--- src/rtl/io_bus_pkg.sv ---
// Shared types and constants for the tiny32 I/O bus controller.
package io_bus_pkg;

  // Controller sequencing states.
  typedef enum logic [1:0] {
    ST_IDLE   = 2'd0,
    ST_ACCESS = 2'd1,
    ST_DONE   = 2'd2
  } io_state_e;

  // Slot numbers as decoded from the top address bits.
  localparam int SLOT_PORT    = 0;
  localparam int SLOT_UART    = 1;
  localparam int SLOT_SPI_LCD = 2;
  localparam int SLOT_TIMER   = 3;
  localparam int SLOT_PROBE   = 4;
  localparam int SLOT_DAC1    = 5;
  localparam int SLOT_DAC2    = 6;

  // Port and both DACs complete without waiting for an acknowledge.
  localparam logic [7:0]  DEFAULT_IMMEDIATE_MASK = 8'b0110_0001;

  // Read data handed back when a peripheral never answers.
  localparam logic [31:0] DEFAULT_ERROR_DATA     = 32'hFFFF_FFFF;

endpackage

--- src/rtl/io_bus_ctrl_if.sv ---
// CPU-side and peripheral-side signals of the I/O bus controller.
// slave  : the controller's view.
// master : the environment's view (CPU plus peripherals).
interface io_bus_ctrl_if #(
  parameter int SELECTOR_BITS = 3
);
  localparam int SLOTS = 2 ** SELECTOR_BITS;

  logic                  io_req;
  logic                  io_nwr;
  logic [31:0]           io_address;
  logic [31:0]           io_data_out;
  logic                  io_ready;
  logic [SLOTS-1:0]      dev_req;
  logic                  dev_nwr;
  logic [SLOTS-1:0]      dev_ack;
  logic [32*SLOTS-1:0]   dev_rdata;
  logic                  bus_error;
  logic [31:0]           err_address;
  logic                  err_clear;

  modport slave (
    input  io_req, io_nwr, io_address, dev_ack, dev_rdata, err_clear,
    output io_data_out, io_ready, dev_req, dev_nwr, bus_error, err_address
  );

  modport master (
    output io_req, io_nwr, io_address, dev_ack, dev_rdata, err_clear,
    input  io_data_out, io_ready, dev_req, dev_nwr, bus_error, err_address
  );

endinterface

--- src/rtl/io_bus_ctrl_timeout_counter.sv ---
// Saturating wait counter; expired flags the last permitted cycle of a wait.
module io_timeout_counter #(
  parameter int BITS  = 8,
  parameter int LIMIT = 200
) (
  input  logic clk,
  input  logic reset,
  input  logic clear,
  input  logic enable,
  output logic expired
);

  localparam logic [BITS-1:0] LAST  = BITS'(LIMIT - 1);
  localparam logic [BITS-1:0] MAX_V = '1;

  logic [BITS-1:0] cnt_q;
  logic [BITS-1:0] cnt_d;

  // Clear has priority; counting stops at the all-ones value instead of wrapping.
  always_comb begin
    cnt_d = cnt_q;
    if (clear) begin
      cnt_d = '0;
    end else if (enable && (cnt_q != MAX_V)) begin
      cnt_d = cnt_q + 1'b1;
    end
  end

  // Counter register.
  always_ff @(posedge clk or posedge reset) begin
    if (reset) begin
      cnt_q <= '0;
    end else begin
      cnt_q <= cnt_d;
    end
  end

  assign expired = (cnt_q == LAST);

endmodule

--- src/rtl/io_bus_ctrl.sv ---
// tiny32 I/O bus sequencing controller: slot decode, one-at-a-time peripheral
// requests, read-data return and timeout with a sticky error record.
module io_bus_ctrl
  import io_bus_pkg::*;
#(
  parameter int                              SELECTOR_BITS  = 3,
  parameter logic [(2**SELECTOR_BITS)-1:0]   IMMEDIATE_MASK = DEFAULT_IMMEDIATE_MASK,
  parameter int                              TIMEOUT_BITS   = 8,
  parameter int                              TIMEOUT_CYCLES = 200,
  parameter logic [31:0]                     ERROR_DATA     = DEFAULT_ERROR_DATA
) (
  input  logic         clk,
  input  logic         reset,
  io_bus_ctrl_if.slave bus
);

  localparam int SLOTS = 2 ** SELECTOR_BITS;

  io_state_e                state_q,     state_d;
  logic [SELECTOR_BITS-1:0] slot_q,      slot_d;
  logic                     dev_nwr_q,   dev_nwr_d;
  logic [31:0]              addr_q,      addr_d;
  logic [SLOTS-1:0]         dev_req_q,   dev_req_d;
  logic                     io_ready_q,  io_ready_d;
  logic [31:0]              data_q,      data_d;
  logic                     bus_error_q, bus_error_d;
  logic [31:0]              err_addr_q,  err_addr_d;

  logic                     cnt_clear;
  logic                     cnt_enable;
  logic                     cnt_expired;
  logic                     timeout;

  logic [SELECTOR_BITS-1:0] req_slot;
  logic [31:0]              rdata_word [SLOTS];
  logic                     ack_sel;
  logic [31:0]              rdata_sel;

  assign req_slot = bus.io_address[31 -: SELECTOR_BITS];

  // Unflatten the peripheral read-data bus into one word per slot.
  for (genvar gi = 0; gi < SLOTS; gi++) begin : g_rdata
    assign rdata_word[gi] = bus.dev_rdata[32*gi +: 32];
  end

  // Only the latched slot's acknowledge and data are ever looked at.
  assign ack_sel   = bus.dev_ack[slot_q];
  assign rdata_sel = rdata_word[slot_q];

  io_timeout_counter #(
    .BITS  (TIMEOUT_BITS),
    .LIMIT (TIMEOUT_CYCLES)
  ) u_timeout (
    .clk     (clk),
    .reset   (reset),
    .clear   (cnt_clear),
    .enable  (cnt_enable),
    .expired (cnt_expired)
  );

  // Next-state logic for the sequencer, data return and error record.
  always_comb begin
    state_d     = state_q;
    slot_d      = slot_q;
    dev_nwr_d   = dev_nwr_q;
    addr_d      = addr_q;
    dev_req_d   = dev_req_q;
    io_ready_d  = io_ready_q;
    data_d      = data_q;
    bus_error_d = bus_error_q;
    err_addr_d  = err_addr_q;
    cnt_clear   = 1'b0;
    cnt_enable  = 1'b0;
    timeout     = 1'b0;

    unique case (state_q)
      ST_IDLE: begin
        if (bus.io_req) begin
          slot_d              = req_slot;
          dev_nwr_d           = bus.io_nwr;
          addr_d              = bus.io_address;
          dev_req_d           = '0;
          dev_req_d[req_slot] = 1'b1;
          io_ready_d          = 1'b0;
          cnt_clear           = 1'b1;
          state_d             = IMMEDIATE_MASK[req_slot] ? ST_DONE : ST_ACCESS;
        end
      end

      ST_ACCESS: begin
        cnt_enable = 1'b1;
        if (ack_sel) begin
          data_d     = dev_nwr_q ? rdata_sel : 32'h0;
          dev_req_d  = '0;
          io_ready_d = 1'b1;
          state_d    = ST_DONE;
        end else if (cnt_expired) begin
          timeout    = 1'b1;
          data_d     = ERROR_DATA;
          dev_req_d  = '0;
          io_ready_d = 1'b1;
          state_d    = ST_DONE;
        end else if (!bus.io_req) begin
          // CPU gave up: abandon quietly, nothing is recorded.
          dev_req_d = '0;
          state_d   = ST_IDLE;
        end
      end

      ST_DONE: begin
        if (!io_ready_q) begin
          // Immediate slot: the single request cycle has just been issued.
          data_d     = dev_nwr_q ? rdata_sel : 32'h0;
          dev_req_d  = '0;
          io_ready_d = 1'b1;
        end else if (!bus.io_req) begin
          io_ready_d = 1'b0;
          state_d    = ST_IDLE;
        end
      end

      default: begin
        dev_req_d  = '0;
        io_ready_d = 1'b0;
        state_d    = ST_IDLE;
      end
    endcase

    // A timeout in the same cycle as a clear wins and refreshes the address.
    if (bus.err_clear) begin
      bus_error_d = 1'b0;
    end
    if (timeout) begin
      bus_error_d = 1'b1;
      if (!bus_error_q || bus.err_clear) begin
        err_addr_d = addr_q;
      end
    end
  end

  // All controller state and outputs are registered here.
  always_ff @(posedge clk or posedge reset) begin
    if (reset) begin
      state_q     <= ST_IDLE;
      slot_q      <= '0;
      dev_nwr_q   <= 1'b0;
      addr_q      <= '0;
      dev_req_q   <= '0;
      io_ready_q  <= 1'b0;
      data_q      <= '0;
      bus_error_q <= 1'b0;
      err_addr_q  <= '0;
    end else begin
      state_q     <= state_d;
      slot_q      <= slot_d;
      dev_nwr_q   <= dev_nwr_d;
      addr_q      <= addr_d;
      dev_req_q   <= dev_req_d;
      io_ready_q  <= io_ready_d;
      data_q      <= data_d;
      bus_error_q <= bus_error_d;
      err_addr_q  <= err_addr_d;
    end
  end

  assign bus.io_data_out = data_q;
  assign bus.io_ready    = io_ready_q;
  assign bus.dev_req     = dev_req_q;
  assign bus.dev_nwr     = dev_nwr_q;
  assign bus.bus_error   = bus_error_q;
  assign bus.err_address = err_addr_q;

endmodule

--- src/flat_wrapper.sv ---
// flat-port wrapper written by rule: the top's interface ports become plain ports
module io_bus_ctrl_flat import io_bus_pkg::*;
#(
  parameter int                              SELECTOR_BITS  = 3,
  parameter logic [(2**SELECTOR_BITS)-1:0]   IMMEDIATE_MASK = DEFAULT_IMMEDIATE_MASK,
  parameter int                              TIMEOUT_BITS   = 8,
  parameter int                              TIMEOUT_CYCLES = 200,
  parameter logic [31:0]                     ERROR_DATA     = DEFAULT_ERROR_DATA
)
  (clk, reset, bus_io_req, bus_io_nwr, bus_io_address, bus_dev_ack, bus_dev_rdata, bus_err_clear, bus_io_data_out, bus_io_ready, bus_dev_req, bus_dev_nwr, bus_bus_error, bus_err_address);
  io_bus_ctrl_if #(.SELECTOR_BITS(SELECTOR_BITS)) bus_i ();
  input  logic clk;
  input  logic reset;
  input wire logic [$bits(bus_i.io_req)-1:0] bus_io_req;
  input wire logic [$bits(bus_i.io_nwr)-1:0] bus_io_nwr;
  input wire logic [$bits(bus_i.io_address)-1:0] bus_io_address;
  input wire logic [$bits(bus_i.dev_ack)-1:0] bus_dev_ack;
  input wire logic [$bits(bus_i.dev_rdata)-1:0] bus_dev_rdata;
  input wire logic [$bits(bus_i.err_clear)-1:0] bus_err_clear;
  output wire logic [$bits(bus_i.io_data_out)-1:0] bus_io_data_out;
  output wire logic [$bits(bus_i.io_ready)-1:0] bus_io_ready;
  output wire logic [$bits(bus_i.dev_req)-1:0] bus_dev_req;
  output wire logic [$bits(bus_i.dev_nwr)-1:0] bus_dev_nwr;
  output wire logic [$bits(bus_i.bus_error)-1:0] bus_bus_error;
  output wire logic [$bits(bus_i.err_address)-1:0] bus_err_address;
  assign bus_i.io_req = bus_io_req;
  assign bus_i.io_nwr = bus_io_nwr;
  assign bus_i.io_address = bus_io_address;
  assign bus_i.dev_ack = bus_dev_ack;
  assign bus_i.dev_rdata = bus_dev_rdata;
  assign bus_i.err_clear = bus_err_clear;
  assign bus_io_data_out = bus_i.io_data_out;
  assign bus_io_ready = bus_i.io_ready;
  assign bus_dev_req = bus_i.dev_req;
  assign bus_dev_nwr = bus_i.dev_nwr;
  assign bus_bus_error = bus_i.bus_error;
  assign bus_err_address = bus_i.err_address;
  io_bus_ctrl #(.SELECTOR_BITS(SELECTOR_BITS), .IMMEDIATE_MASK(IMMEDIATE_MASK), .TIMEOUT_BITS(TIMEOUT_BITS), .TIMEOUT_CYCLES(TIMEOUT_CYCLES), .ERROR_DATA(ERROR_DATA)) u_core (.clk(clk), .reset(reset), .bus(bus_i));
endmodule
--- config.mk ---
export PLATFORM = sky130hd
export DESIGN_NAME = io_bus_ctrl_flat
export DESIGN_NICKNAME = d
export VERILOG_FILES = /design/src/rtl/io_bus_pkg.sv /design/src/rtl/io_bus_ctrl_if.sv /design/src/rtl/io_bus_ctrl_timeout_counter.sv /design/src/rtl/io_bus_ctrl.sv /design/src/flat_wrapper.sv
export SDC_FILE = /design/constraint.sdc
export NUM_CORES = 1
export LEC_CHECK = 0
export CAP_MARGIN = 20
export CORE_AREA = 3 3 145 147
export CTS_BUF_LIST = sky130_fd_sc_hd__clkbuf_4 sky130_fd_sc_hd__clkbuf_8
export DETAILED_ROUTE_END_ITERATION = 10
export DIE_AREA = 0 0 148 150
export GPL_ROUTABILITY_DRIVEN = 0
export GPL_TIMING_DRIVEN = 1
export MAX_ROUTING_LAYER = met4
export PLACE_DENSITY = 0.77
export SETUP_SLACK_MARGIN = 0.05
export SYNTH_ARGS = -nofsm -noshare
export SYNTH_HDL_FRONTEND = slang
export SYNTH_SLANG_ARGS = --single-unit
export TNS_END_PERCENT = 100
--- constraint.sdc ---
create_clock -name clk -period 5.5 [get_ports clk]
set_input_delay 1.65 -clock clk [delete_from_list [all_inputs] [get_ports clk]]
set_output_delay 1.65 -clock clk [all_outputs]
set_load 0.005 [all_outputs]
# Word level (Yosys, flattened, before mapping)
# Memories as Yosys holds them, arrays and structs flattened.
# Index checks and enable logic that the tools add are counted.
[op_classes] add_sub_neg=1 magnitude_cmp=4 n_eq_ne=9 mux=41 n_bitwise=1 reduce_logical=14
[op_table] cell="two-way mux 32 bit" n=6
[op_table] cell="binary-select mux 32 bit (select 3 bit)" n=1
[op_table] cell="one-hot mux 32 bit (2 select lines)" n=1
[op_table] cell="two-way mux 8 bit" n=7
[op_table] cell="one-hot mux 8 bit (3 select lines)" n=1
[op_table] cell="two-way mux 1 bit" n=15
[op_table] cell="two-way mux 2 bit" n=6
[op_table] cell="adder 8 x 1 -> 8 bit (second input constant)" n=1
[op_table] cell="== test 8 bit (second input constant)" n=1
[op_table] cell="less-than comparator 3 x 4 -> 1 bit (second input constant)" n=2
[op_table] cell="inequality test 8 bit (second input constant)" n=1
[op_table] cell="AND reduction 2 bit" n=4
[op_table] cell="one-hot mux 2 bit (3 select lines)" n=1
[op_table] cell="AND reduction 3 bit" n=2
[op_table] cell="nonzero test 2 bit" n=3
[op_table] cell="greater-or-equal comparator 4 bit (second input constant)" n=1
[op_table] cell="inequality test 2 bit (second input constant)" n=2
[op_table] cell="inequality test 4 x 2 -> 1 bit (second input constant)" n=1
[op_table] cell="NOT 3 -> 4 bit" n=1
[op_table] cell="binary-select mux 1 bit (select 3 bit)" n=1
[op_table] cell="demux 1 bit (select 3 bit)" n=1
[op_table] cell="greater-or-equal comparator 3 x 1 -> 1 bit (second input constant)" n=1
[op_table] cell="inequality test 3 x 1 -> 1 bit (second input constant)" n=1
[op_table] cell="one-hot mux 1 bit (3 select lines)" n=1
[op_table] cell="other kinds (7)" n=8
[word_totals] reg_bits=120 rom_bits=8 input_bits=301 out_inout_bits=75 wordCells=81 n_memories=1
[mem_list] memory="(name not given)" depth=8 width=1 rd=1 rd_ports_with_merged_regs=0 wr=0 line_no="io_bus_ctrl.sv:86" rtl="state_d = IMMEDIATE_MASK[req_slot] ? ST_DONE : ST_ACCESS;"

# Longest topological paths before layout
[logic_depth] depth_word=7 mapped_depth=8

# Cells and area by module
# From an unflattened synthesis, not the netlist that was laid out.
[hier_totals] hier_cells=498 hier_area_um2=6840.3
[modules_own_cells] module="io_bus_ctrl" instances=1 cells_per_inst=452 area_each_um2=6384.9 seq_area_each_um2=2727.6
[modules_own_cells] module="io_timeout_counter" instances=1 cells_per_inst=46 area_each_um2=455.4 seq_area_each_um2=200.2

# Worst setup path before layout
# OpenSTA, ideal clock, no wires.
[synth_timing] path_kind="in2reg" startpoint="in bus_dev_ack[5]" endpoint="reg u_core.err_addr_q[0] (netlist: u_core.bus.err_address[0])" setup_ns=0.125 arrival_ns=3.277 t_required_ns=5.375 slack_ns=2.099 path_stages=6 n_path_buf=2 cell_sequence="mux4_2 > mux2_4 > nor4bb_1 > buf_2 > buf_6 > mux2_2"
[synth_between] elab_chain_cells=5
[synth_lines] element="start: declaration" line_no="flat_wrapper.sv:17" rtl="input wire logic [$bits(bus_i.dev_ack)-1:0] bus_dev_ack;"
[synth_lines] element="binary-select mux 1 bit (select 3 bit)" line_no="io_bus_ctrl.sv:47" rtl="assign ack_sel = bus.dev_ack[slot_q];"
[synth_lines] element="two-way mux 1 bit (not written as such)" line_no="io_bus_ctrl.sv:47"
[synth_lines] element="two-way mux 1 bit" line_no="io_bus_ctrl.sv:92" rtl="if (ack_sel) begin"
[synth_lines] element="two-way mux 1 bit" line_no="io_bus_ctrl.sv:76" rtl="unique case (state_q)"
[synth_lines] element="AND reduction 2 bit (no source line)"
[synth_lines] element="end signal: assignment" line_no="io_bus_ctrl.sv:162" rtl="err_addr_q <= err_addr_d;"
[synth_lines] element="end: declaration" line_no="io_bus_ctrl.sv:27" rtl="logic [31:0] err_addr_q, err_addr_d;"
# Every way passes these cells. The select of a mux whose other input is x is not followed.
# A chain may end at the register's enable or synchronous reset.

# Final worst setup path
[layout_timing] startpoint="in bus_dev_ack[0]" endpoint="reg u_core.err_addr_q[20] (netlist: u_core.bus.err_address[20])"
# The elaborated chain is that of the path after synthesis.

==> results.sh <==
export IMPL_cts_tree="built"
export IMPL_post_route_min_period_ns=3.91
export IMPL_htree_levels=4
export IMPL_die_h_um=150
export IMPL_ys_warn_count=0
export IMPL_synth_area_leaders="dfrtp_1, mux2_2, mux4_2"
export IMPL_rsz0062_at_grt="no"
export IMPL_synth_fp_nets=867
export IMPL_start_util_pct=35.7
export IMPL_synth_top_area_share_pct=40.9
export IMPL_critical_path_slowest_cell="mux2_4"
export IMPL_yosysSeqAreaShare_pct=40.9
export IMPL_clock_skew_ns=0.0170
export IMPL_worstSetupStartpointType="input port"
export IMPL_synth_avg_cell_area_um2=12.8
export IMPL_critical_path_class="in -> reg"
export IMPL_grt_pass1_wl_um=38200
export IMPL_final_setup_worst_slack_ns=1.59
export IMPL_postCtsSetupBuffers=0
export IMPL_status="completed"
export IMPL_port_buffers=375
export IMPL_place_ws_ns=1.13
export IMPL_postRouteWirelength_um=25600
export IMPL_report_final_slew_viol_count=0
export IMPL_arrival_ns=4.23
export IMPL_synth_edf_count=0
export IMPL_multiInputGateArea_mm2=0.00396
export IMPL_grt_overflow=0
export IMPL_post_drt_wl_per_cell_um=21.5
export IMPL_cts_sinks=117
export IMPL_cts_buffers=17
export IMPL_drt_pass1_iter_count=4
export IMPL_layout_common_cells="clkdlybuf4s50_1, mux2_2, dfrtp_1, nor2b_1, mux4_2"
export IMPL_slowest_delay_ns=0.50
export IMPL_fin_crit_sh_pct=71.1
export IMPL_final_common_cell="clkdlybuf4s50_1"
export IMPL_worst_slew_pin_slew_ns=0.991
export IMPL_ioPinCount=376
export IMPL_yosys_area_top_type="dfrtp_1"
export IMPL_nFillCells=1717
export IMPL_cts_root_buf="clkbuf_8"
export IMPL_fin_util_pct=57.4
export IMPL_fin_setup_tns_ns=0
export IMPL_ctsLongestPathBuffers=2
export IMPL_vias_per_cell=5.23
export IMPL_vdd_drop_max_mv=0.223
export IMPL_dp_hpwl_um=19400
export IMPL_drv_cap=0
export IMPL_p_leak_nw=4.52
export IMPL_critPathTopFamily="multiplexers"
export IMPL_ys_seq_elements=117
export IMPL_core_area_mm2=0.0200
export IMPL_synth_async_reset_ratio_pct=100
export IMPL_fp_row_count=52
export IMPL_cts_resized=0
export IMPL_antenna_found_initial=4
export IMPL_die_area_mm2=0.0222
export IMPL_drc=0
export IMPL_track_usage_pct=23.0
export IMPL_path_cells="clkdlybuf4s50_1, mux4_2, mux2_4, nor4bb_4, buf_4, mux2_2"
export IMPL_hold_path_class="reg -> reg"
export IMPL_path_clk_slew_ns=0.08
export IMPL_setup_violations=0
export IMPL_drive_gt1_share_pct=26.4
export IMPL_drt_initial_drc_count=211
export IMPL_cp_num_buf_inv=2
export IMPL_worstSetupStartpoint="bus_dev_ack[0]"
export IMPL_min_from="u_core.bus.err_address[29]$_DFFE_PP0P_"
export IMPL_r2r_start="u_core.addr_q[29]$_DFFE_PP0P_"
export IMPL_crit_path_max_fanout=39
export IMPL_vias=6251
export IMPL_grt_pass1_vias=6517
export IMPL_crit_required_ns=5.82
export IMPL_yosys_cell_types_count=39
export IMPL_syn_to_final_growth_pct=60.9
export IMPL_die_w_um=148
export IMPL_antenna_left=0
export IMPL_power_density_mw_per_mm2=423
export IMPL_ff_latch_area_mm2=0.00293
export IMPL_end_kind="register"
export IMPL_hold_viol_final=0
export IMPL_hold_buffers=0
export IMPL_grt_max_degree=71
export IMPL_yosys_most_used_dff="dfrtp_1"
export IMPL_fmax_ghz=0.256
export IMPL_netlist_area_mm2=0.00715
export IMPL_relSlewSlack_pct=33.1
export IMPL_netlist_instances=560
export IMPL_nNetsFinal=1215
export IMPL_clock_latency_ns=0.44
where the power goes:
| group | switching [mW] | internal [mW] |
|---|---|---|
| Clock | 0.396 | 0.414 |
| Combinational | 1.13 | 1.53 |
| Sequential | 0.249 | 1.15 |
sequential cells by signal, indices dropped and copies added (netlist names):
register and cells:
u_core.addr_q 31, u_core.bus.bus_error 1, u_core.bus.dev_nwr 1, u_core.bus.dev_req 8, u_core.bus.err_address 32, u_core.bus.io_data_out 32, u_core.bus.io_ready 1, u_core.slot_q 1
u_core.state_q 2, u_core.u_timeout.cnt_q 8
through the flow:
step | cell area (µm²) | total power, mW | std cells | hold WS, ns
finish | 11500 | 4.87 | 1195 | 0.493
global route | 11500 | 5.18 | 1195 | 0.509
CTS | 11500 | 4.93 | 1191 | 0.495
detailed placement | 11100 | 4.10 | 1159 | 0.479
global placement | 11100 | 4.05 | 1159 | 0.468
floorplan | 7150 | 3.15 | 560 | 0.460
cell type report:
cell class / instances / area share [%]
antenna: 4 / 0.0870
clock inverter: 15 / 1.47
tap: 270 / 2.94
clock buffer: 17 / 2.03
multi-input combinational: 380 / 34.4
sequential: 117 / 25.5
inverter: 9 / 0.315
timing repair buffer: 383 / 33.2
synthesized netlist by cell type (all sizes together), types with 2 or more instances:
library cell  count
nand3             3
o21ai             7
o211ai            3
o2111ai           3
xor2              6
buf              15
dfrtp           117
mux2i             3
o22ai            32
nand2             5
nor2             12
mux4             34
inv               9
nand3b            2
ha                6
and3              2
a21oi             3
and2              3
o221ai           33
nor2b            34
clkbuf           39
nand4             2
nand2b            3
mux2            170
nor3              5
metal layers:
metal | track usage [%] | routed length [µm] | vias to the layer above
met5 | - | 0 | -
met4 | 7.81 | 567 | 0
met3 | 8.48 | 2440 | 30
met2 | 36.7 | 12500 | 248
met1 | 27.0 | 10100 | 3112
li1 | - | - | 2861
worst register-to-register path: cells and delay by family, from the launching register on:
kind / cells / cell delay (ns)
AND/OR/NAND/NOR: 1 / 0.33
flip-flops: 1 / 0.78
buffers and inverters: 1 / 0.42
multiplexers: 3 / 1.50
worst paths after layout:
| path | to | slack [ns] | depth (start not counted) |
|---|---|---|---|
| hold / removal | u_core.bus.err_address[29]$_DFFE_PP0P_ | 0.49 | 1 |
| min in group asynchronous | u_core.addr_q[25]$_DFFE_PP0P_ | 1.75 | 2 |
| setup / recovery | u_core.bus.err_address[20]$_DFFE_PP0P_ | 1.59 | 6 |
| setup reg to reg | u_core.bus.err_address[20]$_DFFE_PP0P_ | 2.38 | 5 |
| hold reg to reg | u_core.bus.err_address[29]$_DFFE_PP0P_ | 0.49 | 1 |
| max in group asynchronous | u_core.bus.io_data_out[4]$_DFFE_PP0P_ | 2.95 | 3 |
cells by family (layout without fill, tap and decap cells):
logic type	after synthesis	after routing	share of synthesized area (%)
multiplexers	207	207	38.4
flip-flops	117	117	40.9
AO/OA/AOI/OAI	86	86	8.90
AND/OR/NAND/NOR	75	75	5.95
buffers and inverters	63	424	4.08
adder cells (fa/ha/maj)	6	6	1.05
XOR/XNOR	6	6	0.735
other	0	4	0
Power figures use the tool's default switching activity.
